### src/rtl/circuit_2_pkg.sv
// Shared constants for the scheduled circuit_2 datapath: FSM state encoding
// and opcodes for the shared add/sub unit.
package circuit_2_pkg;

  localparam logic [2:0] S_IDLE    = 3'd0;
  localparam logic [2:0] S_ADD1    = 3'd1;
  localparam logic [2:0] S_ADD2    = 3'd2;
  localparam logic [2:0] S_SUB_CMP = 3'd3;
  localparam logic [2:0] S_SEL     = 3'd4;
  localparam logic [2:0] S_DONE    = 3'd5;

  localparam logic OP_ADD = 1'b0;
  localparam logic OP_SUB = 1'b1;

endpackage

### src/rtl/circuit_2_fsmd_if.sv
// Start/done handshake plus operand and result bus of circuit_2_fsmd.
interface circuit_2_fsmd_if #(
  parameter int DATAWIDTH = 8
);

  logic                 Start;
  logic [DATAWIDTH-1:0] a;
  logic [DATAWIDTH-1:0] b;
  logic [DATAWIDTH-1:0] c;
  logic                 Busy;
  logic                 Done;
  logic [DATAWIDTH-1:0] x;
  logic [DATAWIDTH-1:0] z;

  modport master (output Start, a, b, c, input Busy, Done, x, z);
  modport slave  (input Start, a, b, c, output Busy, Done, x, z);

endinterface

### src/rtl/circuit_2_fsmd_addsub_unit.sv
// Shared combinational adder/subtractor, modulo 2^DATAWIDTH.
module addsub_unit
  import circuit_2_pkg::*;
#(
  parameter int DATAWIDTH = 8
) (
  input  logic                 op,
  input  logic [DATAWIDTH-1:0] p,
  input  logic [DATAWIDTH-1:0] q,
  output logic [DATAWIDTH-1:0] r
);

  assign r = (op == OP_SUB) ? (p - q) : (p + q);

endmodule

### src/rtl/circuit_2_fsmd.sv
// Multi-cycle circuit_2: one shared add/sub unit and one comparator scheduled
// over ADD1/ADD2/SUB_CMP, results selected and shifted in SEL.
module circuit_2_fsmd
  import circuit_2_pkg::*;
#(
  parameter int DATAWIDTH = 8
) (
  input  logic              Clk,
  input  logic              Rst,
  circuit_2_fsmd_if.slave   bus
);

  logic [2:0]           state_q, state_d;
  logic [DATAWIDTH-1:0] a_q, a_d, b_q, b_d, c_q, c_d;
  logic [DATAWIDTH-1:0] d_q, d_d, e_q, e_d, f_q, f_d;
  logic                 lt_q, lt_d, eq_q, eq_d;
  logic [DATAWIDTH-1:0] x_q, x_d, z_q, z_d;

  logic                 alu_op;
  logic [DATAWIDTH-1:0] alu_q, alu_r;
  logic [DATAWIDTH-1:0] g, h;

  addsub_unit #(.DATAWIDTH(DATAWIDTH)) u_addsub (
    .op (alu_op),
    .p  (a_q),
    .q  (alu_q),
    .r  (alu_r)
  );

  // Selection works on the registered compare flags from SUB_CMP.
  assign g = lt_q ? d_q : e_q;
  assign h = eq_q ? g : f_q;

  always_comb begin
    state_d = state_q;
    a_d     = a_q;
    b_d     = b_q;
    c_d     = c_q;
    d_d     = d_q;
    e_d     = e_q;
    f_d     = f_q;
    lt_d    = lt_q;
    eq_d    = eq_q;
    x_d     = x_q;
    z_d     = z_q;
    alu_op  = OP_ADD;
    alu_q   = b_q;

    case (state_q)
      S_IDLE: begin
        if (bus.Start) begin
          a_d     = bus.a;
          b_d     = bus.b;
          c_d     = bus.c;
          state_d = S_ADD1;
        end
      end
      S_ADD1: begin
        d_d     = alu_r;
        state_d = S_ADD2;
      end
      S_ADD2: begin
        alu_q   = c_q;
        e_d     = alu_r;
        state_d = S_SUB_CMP;
      end
      S_SUB_CMP: begin
        alu_op  = OP_SUB;
        f_d     = alu_r;
        lt_d    = (d_q < e_q);
        eq_d    = (d_q == e_q);
        state_d = S_SEL;
      end
      S_SEL: begin
        // Left shift drops the MSB; right shift zero-fills.
        x_d     = g << lt_q;
        z_d     = h >> eq_q;
        state_d = S_DONE;
      end
      S_DONE:  state_d = S_IDLE;
      default: state_d = S_IDLE;
    endcase
  end

  always_ff @(posedge Clk) begin
    if (!Rst) begin
      state_q <= S_IDLE;
      a_q     <= '0;
      b_q     <= '0;
      c_q     <= '0;
      d_q     <= '0;
      e_q     <= '0;
      f_q     <= '0;
      lt_q    <= 1'b0;
      eq_q    <= 1'b0;
      x_q     <= '0;
      z_q     <= '0;
    end else begin
      state_q <= state_d;
      a_q     <= a_d;
      b_q     <= b_d;
      c_q     <= c_d;
      d_q     <= d_d;
      e_q     <= e_d;
      f_q     <= f_d;
      lt_q    <= lt_d;
      eq_q    <= eq_d;
      x_q     <= x_d;
      z_q     <= z_d;
    end
  end

  assign bus.Busy = (state_q != S_IDLE);
  assign bus.Done = (state_q == S_DONE);
  assign bus.x    = x_q;
  assign bus.z    = z_q;

endmodule

### src/flat_wrapper.sv
// flat-port wrapper written by rule: the top's interface ports become plain ports
module circuit_2_fsmd_flat import circuit_2_pkg::*;
#(
  parameter int DATAWIDTH = 8
)
  (Clk, Rst, bus_Start, bus_a, bus_b, bus_c, bus_Busy, bus_Done, bus_x, bus_z);
  circuit_2_fsmd_if #(.DATAWIDTH(DATAWIDTH)) bus_i ();
  input  logic Clk;
  input  logic Rst;
  input wire logic [$bits(bus_i.Start)-1:0] bus_Start;
  input wire logic [$bits(bus_i.a)-1:0] bus_a;
  input wire logic [$bits(bus_i.b)-1:0] bus_b;
  input wire logic [$bits(bus_i.c)-1:0] bus_c;
  output wire logic [$bits(bus_i.Busy)-1:0] bus_Busy;
  output wire logic [$bits(bus_i.Done)-1:0] bus_Done;
  output wire logic [$bits(bus_i.x)-1:0] bus_x;
  output wire logic [$bits(bus_i.z)-1:0] bus_z;
  assign bus_i.Start = bus_Start;
  assign bus_i.a = bus_a;
  assign bus_i.b = bus_b;
  assign bus_i.c = bus_c;
  assign bus_Busy = bus_i.Busy;
  assign bus_Done = bus_i.Done;
  assign bus_x = bus_i.x;
  assign bus_z = bus_i.z;
  circuit_2_fsmd #(.DATAWIDTH(DATAWIDTH)) u_core (.Clk(Clk), .Rst(Rst), .bus(bus_i));
endmodule
### config.mk
export PLATFORM = sky130hd
export DESIGN_NAME = circuit_2_fsmd_flat
export DESIGN_NICKNAME = d
export VERILOG_FILES = /design/src/rtl/circuit_2_pkg.sv /design/src/rtl/circuit_2_fsmd_if.sv /design/src/rtl/circuit_2_fsmd_addsub_unit.sv /design/src/rtl/circuit_2_fsmd.sv /design/src/flat_wrapper.sv
export SDC_FILE = /design/constraint.sdc
export NUM_CORES = 1
export LEC_CHECK = 0
export CAP_MARGIN = 30
export CORE_UTILIZATION = 55
export CTS_BUF_LIST = sky130_fd_sc_hd__clkbuf_4
export CTS_CLUSTER_DIAMETER = 200
export DETAILED_ROUTE_END_ITERATION = 8
export PLACE_DENSITY_LB_ADDON = 0.1
export SYNTH_ARGS = -nofsm -noshare
export SYNTH_HDL_FRONTEND = slang
export SYNTH_SLANG_ARGS = --single-unit
### constraint.sdc
create_clock -name Clk -period 7.8 [get_ports Clk]
set_clock_uncertainty 0.05 [all_clocks]
set_input_delay 1.56 -clock Clk [delete_from_list [all_inputs] [get_ports Clk]]
set_output_delay 1.56 -clock Clk [all_outputs]
set_load 0.05 [all_outputs]
After elaboration in Yosys (flattened, before gate mapping):

Index checks and enable logic that the tools add are counted.

* register bits after elaboration: 69
* bits of input ports: 27
* output and inout bits: 18
* word-level logic and storage cells: 33

* add/subtract/negate cells: 2
* magnitude comparators: 1
* eq/ne operators: 7
* shift operators: 2
* multiplexer cells: 7
* reduce and logical (&&, ||, !) cells: 3

Operators with widths (number)
* 2-to-1 mux 8 bit: 4
* one-hot mux 3 bit (5 select lines): 1
* adder 8 bit: 1
* == test 8 bit: 1
* < comparator 8 bit: 1
* << shifter 8 x 1 -> 8 bit: 1
* right shift 8 x 1 -> 8 bit: 1
* subtractor 8 bit: 1
* == test 3 x 2 -> 1 bit (second input constant): 2
* == test 3 bit (second input constant): 2
* == test 3 x 1 -> 1 bit (second input constant): 1
* zero test 3 bit: 1
* 2-to-1 mux 3 bit: 1
* nonzero test 3 bit: 1
* != test 2 bit (second input constant): 1
* AND reduction 2 bit: 1
* 2-to-1 mux 1 bit: 1

Logic depth before layout (Yosys ltp):

* word-level depth: 4
* depth in mapped cells: 15
* gate-level depth less buffers: 13

Modules after synthesis:

From an unflattened synthesis, not the netlist that was laid out.

* cells, all modules: 437
* area total of the unflattened synthesis: 3404.5 µm²

By module, submodules not included
* circuit_2_fsmd: instances 1, cells an instance 376, area an instance 2937.8 µm²
* addsub_unit: instances 1, cells an instance 61, area an instance 466.7 µm²

Worst setup path after synthesis:

OpenSTA, ideal clock, no wires.

* kind: reg-to-reg
* start: register u_core.state_q[0]
* end: register u_core.d_q[7]
* library setup time: 0.133 ns
* data arrival time: 2.835 ns
* data required time: 7.617 ns
* slack: 4.782 ns
* stages on the path, launching flop included: 16
* period minus slack after synthesis: 3.018 ns
* cell sequence: dfxtp_1 buf_6 nor3b_2 buf_6 mux2i_1 and3b_1 and2_4 nor2_1 xor2_1 ha_1 or4_1 o21ai_0 a31oi_1 xnor2_1 a211o_1 o211ai_2

* longest elaborated chain between the ends: 4
* elaborated cells between the ends (all ways): 8
* classes of those cells: 2 x add/sub; 3 x eq/ne; 3 x mux

Ends and longest elaborated chain
* start, declared: RTL line circuit_2_fsmd.sv:13 `logic [2:0] state_q, state_d;`
* start signal, assigned: RTL line circuit_2_fsmd.sv:99 `state_q <= state_d;`
* == test 3 x 2 -> 1 bit: RTL line circuit_2_fsmd.sv:49 `case (state_q)`
* 2-to-1 mux 8 bit: RTL line circuit_2_fsmd.sv:49
* adder 8 bit / subtractor 8 bit (equally long branches): RTL line circuit_2_fsmd_addsub_unit.sv:13 `assign r = (op == OP_SUB) ? (p - q) : (p + q);`
* 2-to-1 mux 8 bit: RTL line circuit_2_fsmd_addsub_unit.sv:13
* end signal, assigned: RTL line circuit_2_fsmd.sv:91 `d_q <= '0;`
* end signal, assigned: RTL line circuit_2_fsmd.sv:103 `d_q <= d_d;`
* end, declared: RTL line circuit_2_fsmd.sv:15 `logic [DATAWIDTH-1:0] d_q, d_d, e_q, e_d, f_q, f_d;`

Several ways; a longest one is shown, not always the timed one.
A chain may end at the register's enable or synchronous reset.

Worst setup path in the final report:

* start: register u_core.state_q[1]
* end: register u_core.e_q[7]

* longest elaborated chain between the ends: 4
* elaborated cells between the ends (all ways): 7
* classes of those cells: 2 x add/sub; 2 x eq/ne; 3 x mux

Ends and longest elaborated chain
* == test 3 x 2 -> 1 bit: RTL line circuit_2_fsmd.sv:49
* 2-to-1 mux 8 bit: RTL line circuit_2_fsmd.sv:49
* adder 8 bit / subtractor 8 bit (equally long branches): RTL line circuit_2_fsmd_addsub_unit.sv:13
* 2-to-1 mux 8 bit: RTL line circuit_2_fsmd_addsub_unit.sv:13
* end signal, assigned: RTL line circuit_2_fsmd.sv:92 `e_q <= '0;`
* end signal, assigned: RTL line circuit_2_fsmd.sv:104 `e_q <= e_d;`
* end, declared: RTL line circuit_2_fsmd.sv:15

Several ways; a longest one is shown, not always the timed one.

==> run_results.csv <==
group,metric,value,unit
route,wirelength,6.73,mm
clock_network,clk_pin_slew_worst_paths,0.11,ns
global_routing,track_usage,23.6,%
layout,nNetsFinal,489,
clock_network,cts_tree,"built",
logic_synthesis,ys_top_cells_by_area,"dfxtp_1, a21oi_1, nand2_1",
worst_setup_path,required,8.05,ns
timing,fin_crit_sh,46.3,%
logic_synthesis,synth.avg_cell_area,8.00,µm²
route,drc,0,
global_routing,antenna_found_initial,0,
layout,drive_gt1_share,5.54,%
power_and_ir_drop,ir_drop,0.000177,V
logic_synthesis,synth_edf_count,0,
global_routing,grt_pass1_vias,2742,
timing,fmax,277,MHz
timing,finalSetupTns,0,ns
clock_network,cts_setup_buffers,0,
floorplanning,dieArea,6350,µm²
logic_synthesis,async_flop_share,0,%
logic_synthesis,yosys_most_used_dff,"dfxtp_1",
layout,syn_to_final_growth,18.9,%
worst_setup_path,crit_path_start_kind,"register",
placement,portBuffers,44,
placement,gp_congestion,0.843,
power_and_ir_drop,p_leak,1.45,nW
clock_network,cts.sinks,69,
logic_synthesis,syn_area,3320,µm²
placement,hpwl,4.75,mm
timing,finalSetupViolCount,0,
global_routing,grt_pass1_wl,11.6,mm
clock_network,clk-insertion-delay-late,0.42,ns
timing,min_period,3.61,ns
worst_setup_path,end_kind,"register",
min_path,min_path_type,"reg -> reg",
worst_setup_path,arrival,3.86,ns
min_path,worstHoldStart,"u_core.c_q[3]",
clock_network,cts_resized,0,
logic_synthesis,ys_types,44,
worst_setup_path,crit_fanout,26,
logic_synthesis,synth_warnings,0,
logic_synthesis,yosys_register_bits,69,
clock_network,h-tree-depth,3,
clock_network,cts_buffers,9,
worst_setup_path,worstSetupPathType,"reg -> reg",
logic_synthesis,postSynthCellCount,415,
clock_network,cts_root_buf,"clkbuf_4",
floorplanning,die_w,79.7,µm
floorplanning,initial_core_util,58.5,%
worst_setup_path,r2r_setup_slack,4.19,ns
logic_synthesis,synth_top_area_share,41.6,%
route,drtAntennaViolNets,0,
timing,worstMarginPinSlew,0.772,ns
floorplanning,io_pins,45,
logic_synthesis,synthesis.nets,458,
floorplanning,core.rowCount,27,
layout,final_util,69.5,%
timing,slew_headroom,48.4,%
global_routing,grt_max_degree,39,
route,drt-initial-drc-count,85,
worst_setup_path,r2r_start,"u_core.state_q[1]",
worst_setup_path,ff2ff_path_depth,14,
logic_synthesis,yosysSeqAreaShare,41.6,%
route,via_per_inst,5.52,
floorplanning,die_h,79.7,µm
power_and_ir_drop,power_density,251,nW/µm²
logic_synthesis,yosysTopAreaCell,"dfxtp_1",
layout,diodes,0,
route,firstDrtPassIters,6,
global_routing,globalRoute.totalOverflow,0,
route,vias,2888,
worst_setup_path,r2r_end,"u_core.e_q[7]",
run,maxCapViolCount,0,
route,wire_per_inst,12.9,µm
min_path,hold_depth,2,
timing,rsz0062_at_grt,"false",
status,outcome,"finished, final reports clean",
timing,hold_viol,0,
floorplanning,core_area,5680,µm²
min_path,min_to,"u_core.c_q[3]",
clock_network,ctsHoldBuffers,0,
clock_network,ctsLongestPathBuffers,2,
timing,drv_slew,0,
## critical path, cell delays in order (launching register included)
cell,delay (ns)
dfxtp_1,0.51
nor3b_2,0.22
buf_4,0.32
mux2i_1,0.33
and3b_1,0.23
and2_4,0.18
nor2_1,0.05
xor2_1,0.16
ha_1,0.22
or4_1,0.46
o21ai_0,0.09
a31oi_1,0.09
xnor2_1,0.36
a211o_1,0.15
o311ai_1,0.09
## cells by family (layout without fill, tap and decap cells)
logic type	after synthesis	after routing	synth area share [%]
mux	11	11	3.36
xor+xnor	14	14	3.70
simple gates	162	162	21.5
fa+ha+maj	16	16	6.26
buf+inv	43	79	5.50
flops	69	69	41.6
compound gates	100	100	18.0
## cell type report
| type | count | area, µm² |
|---|---|---|
| well taps | 72 | 90.1 |
| inverters | 15 | 56.3 |
| repair buffers | 48 | 483 |
| clock buffers | 11 | 82.6 |
| multi-input cells | 303 | 1750 |
| flip-flops and latches | 69 | 1380 |
| clock inverters | 5 | 98.8 |
| fillers | 490 | 1730 |
## worst max path at each step
stage                            startpoint             to  cells after the start
after floorplan           u_core.state_q[0]  u_core.d_q[7]                     15
final                     u_core.state_q[1]  u_core.e_q[7]                     14
after detailed placement  u_core.state_q[1]  u_core.e_q[7]                     14
after global routing      u_core.state_q[1]  u_core.e_q[7]                     14
after CTS                 u_core.state_q[1]  u_core.e_q[7]                     14
after global placement    u_core.state_q[1]  u_core.e_q[7]                     14
## power by group
group	internal, W	switching, W	leakage (nW)
clock	0.000168	0.000125	0.0985
combinational	0.000123	0.000165	0.789
sequential	0.000382	0.0000267	0.562
total	0.000673	0.000318	1.45
## cells in the final DEF, fill, tap and decap left out, types with 11 or more instances in the layout
master and n:
inv_1 14, nand2_1 72, ha_1 15, dfxtp_1 69, nor2_1 50, nor3_1 15
clkbuf_4 11, clkdlybuf4s50_1 44, a21oi_1 58, a211oi_1 20
## through the flow
| step | hold slack, ns | setup slack, ns | instances | cell area [µm²] | total power [W] |
|---|---|---|---|---|---|
| 2_1_floorplan | 0.382 | 4.78 | 415 | 3320 | 0.000635 |
| 3_3_place_gp | 0.389 | 4.37 | 506 | 3740 | 0.000689 |
| 3_5_place_dp | 0.399 | 4.24 | 507 | 3760 | 0.000700 |
| 4_1_cts | 0.413 | 4.21 | 523 | 3950 | 0.000996 |
| 5_1_grt | 0.428 | 3.93 | 523 | 3950 | 0.00105 |
| 6_report | 0.409 | 4.19 | 523 | 3950 | 0.000991 |
## routing by layer
layer | track usage (%) | wire, µm | vias to the layer above
met5 | 0 | 0 | -
met2 | 40.8 | 3240 | 53
met1 | 27.3 | 3100 | 1327
met4 | 11.3 | 176 | 0
li1 | - | - | 1489
met3 | 5.49 | 202 | 19
## registers in the layout, indices dropped and copies added (netlist names), 8 cells and up
register,cells
u_core.b_q,8
u_core.bus.z,8
u_core.a_q,8
u_core.e_q,8
u_core.c_q,8
u_core.d_q,8
u_core.bus.x,8
u_core.f_q,8
## Yosys cell counts, types with 2 or more instances
master / n
nand2_1: 72
dfxtp_1: 69
a21oi_1: 58
nor2_1: 50
a211oi_1: 20
clkbuf_1: 20
ha_1: 15
nor3_1: 15
inv_1: 14
mux2i_1: 10
xnor2_1: 10
buf_2: 5
o21ai_0: 5
nand4_1: 4
o22ai_1: 4
xor2_1: 4
and3b_1: 3
nand3b_1: 3
nor2b_1: 3
a211o_1: 2
buf_6: 2
nand3_1: 2
nor3b_1: 2
o211ai_1: 2
o21a_1: 2
Power figures use the tool's default switching activity.
==> patch, RTL diff (same settings) <==
Make the reset (`Rst`) asynchronous in one clocked block.
--- a/src/rtl/circuit_2_fsmd.sv
+++ b/src/rtl/circuit_2_fsmd.sv
@@ -83,5 +83,5 @@
   end
 
-  always_ff @(posedge Clk) begin
+  always_ff @(posedge Clk or negedge Rst) begin
     if (!Rst) begin
       state_q <= S_IDLE;
Behaviour: differs if Rst is asserted again (counterexample within 4 cycles, from zero or initial values and one cycle with Rst low); with Rst held inactive, the same outputs for 10 cycles.
==> patch against the original RTL <==
  * Worst setup slack got worse by 110 ps
  * Final area increased by 3.5%
  * Register-to-register slack improved by 70 ps
  * Wire length decreased by 1.5%
  * Synthesized area increased by 5.2%
  * Sequential cell count unchanged
  * Highest routed layer unchanged
  * Non-clock buffer count decreased by 3
  * Maximum frequency decreased by 3.1%
Power is not shown: default switching activity piles up to over one toggle a cycle in this logic, so the estimate is an artifact.
==> patch: results (changes against the original RTL) <==
| Metric | Value |
|---|---|
| Outcome | `completed (unchanged)` |
| Total global-route track usage | `22.8% (was 23.6%)` |
| Crit path max fanout | `10 (was 26)` |
| Slew HR | `36.4% (was 48.4%)` |
| Area after DPL | `3950 um2 (was 3760 um2)` |
| Post-synthesis async set-or-reset flop share | `100% (was 0%)` |
| Top_reg_cell synth | `dfrtp_1 (was dfxtp_1)` |
| HPWL Detailed | `4.70 mm (was 4.75 mm)` |
| H-tree depth | `3 (unchanged)` |
| Number of CTS-inserted buffers | `9 (unchanged)` |
| Share of cells above drive strength 1 | `5.53% (was 5.54%)` |
| Largest buffer count on any clock path | `2 (unchanged)` |
| WL per Instance | `14.0 um (was 12.9 um)` |
| YS warnings | `0 (unchanged)` |
| Vias | `2,607 (was 2,888)` |
| Initial DRC Count | `131 (was 85)` |
| Post-Syn Nets | `397 (was 458)` |
| Initial antenna violation count | `0 (unchanged)` |
| Filler Cell Count | `521 (was 490)` |
| N_diodes | `0 (unchanged)` |
| Largest cells by area after synthesis | `dfrtp_1 (49%), mux2_1 (7.4%), nand2_1 (7.3%) (was dfxtp_1 (42%), a21oi_1 (8.7%), nand2_1 (8.1%))` |
| Fin nets | `436 (was 489)` |
| Synth top cells by count | `dfrtp_1 (69), nand2_1 (68), o21ai_0 (35) (was nand2_1 (72), dfxtp_1 (69), a21oi_1 (58))` |
| Gates resized, CTS repair | `0 (unchanged)` |
| WP data arrival | `2120 ps (was 3860 ps)` |
| Final setup violation count | `0 (unchanged)` |
| CTS root buf | `clkbuf_4 (unchanged)` |
| Clk Latency, worst-skew pair | `420 ps (about the same)` |
| Yosys cell types | `38 (was 44)` |
| Largest net degree at the start of global routing | `70 (was 39)` |
| Hold WC Path Type | `register to register (unchanged)` |
| DR pass1 iterations | `5 (was 6)` |
| Seq/Total Area, Yosys | `49.4% (was 41.6%)` |
| Vias in the first global route | `2,378 (was 2,742)` |
| Global-route wire length before repair | `11.1 mm (was 11.6 mm)` |
| IO buf count | `44 (unchanged)` |
| Clk pin slew, worst setup/hold paths | `110 ps (about the same)` |
| Residual DRC | `0 (unchanged)` |
| Postcts setup bufs | `0 (unchanged)` |
| Global placement routability congestion | `0.830 (was 0.843)` |
-- patch: layout make-up --
class	instances	area share (%)
flip-flops and latches	69	42.3
multi-input cells	255	40.1
repair buffers	45	10.8
well taps	75	2.30
clock buffers	11	2.02
clock inverters	5	1.26
inverters	13	1.19
-- patch: cell families after synthesis --
group           Yosys count  share of synthesized area, %
xor+xnor                 16                          4.23
compound gates           86                          13.0
fa+ha+maj                16                          5.95
flops                    69                          49.4
buf+inv                  30                          3.65
simple gates            107                          14.2
mux                      30                          9.49
-- patch: per-layer routing --
layer	global-route usage, %	part of all wire (%)
met5	0	0
met4	10.4	3.0
met3	6.33	3.7
met2	35.5	47
met1	29.6	46
-- patch: path summary, 6_finish.rpt --
| check | slack, ps | to | startpoint | depth (start not counted) |
|---|---|---|---|---|
| worst max register to register | 4260 | u_core.f_q[6] | u_core.state_q[2] | 12 |
| worst max-delay path | 4070 | bus_Busy | u_core.state_q[2] | 2 |
| worst min register to register | 430 | u_core.bus.x[0] | u_core.bus.x[0] | 2 |
| max in group asynchronous | 5880 | u_core.a_q[7] | Rst | 2 |
| worst min-delay path | 430 | u_core.bus.x[0] | u_core.bus.x[0] | 2 |
| min in group asynchronous | 1270 | u_core.bus.x[6] | Rst | 2 |
-- patch: through the flow --
stage	setup WS (ps)	cells	util, %	hold WS (ps)
2_1_floorplan	4740	354	-	389
6_report	4070	473	67.8	427
4_1_cts	4060	473	67.8	432
3_3_place_gp	4460	457	65.6	403
5_1_grt	3950	473	67.8	451
3_5_place_dp	4370	457	65.6	405
-- patch: critical path, cell delays in order, from the launching register on --
cell and delay [ps]:
dfrtp_1 500, or3_1 470, clkdlybuf4s50_1 730
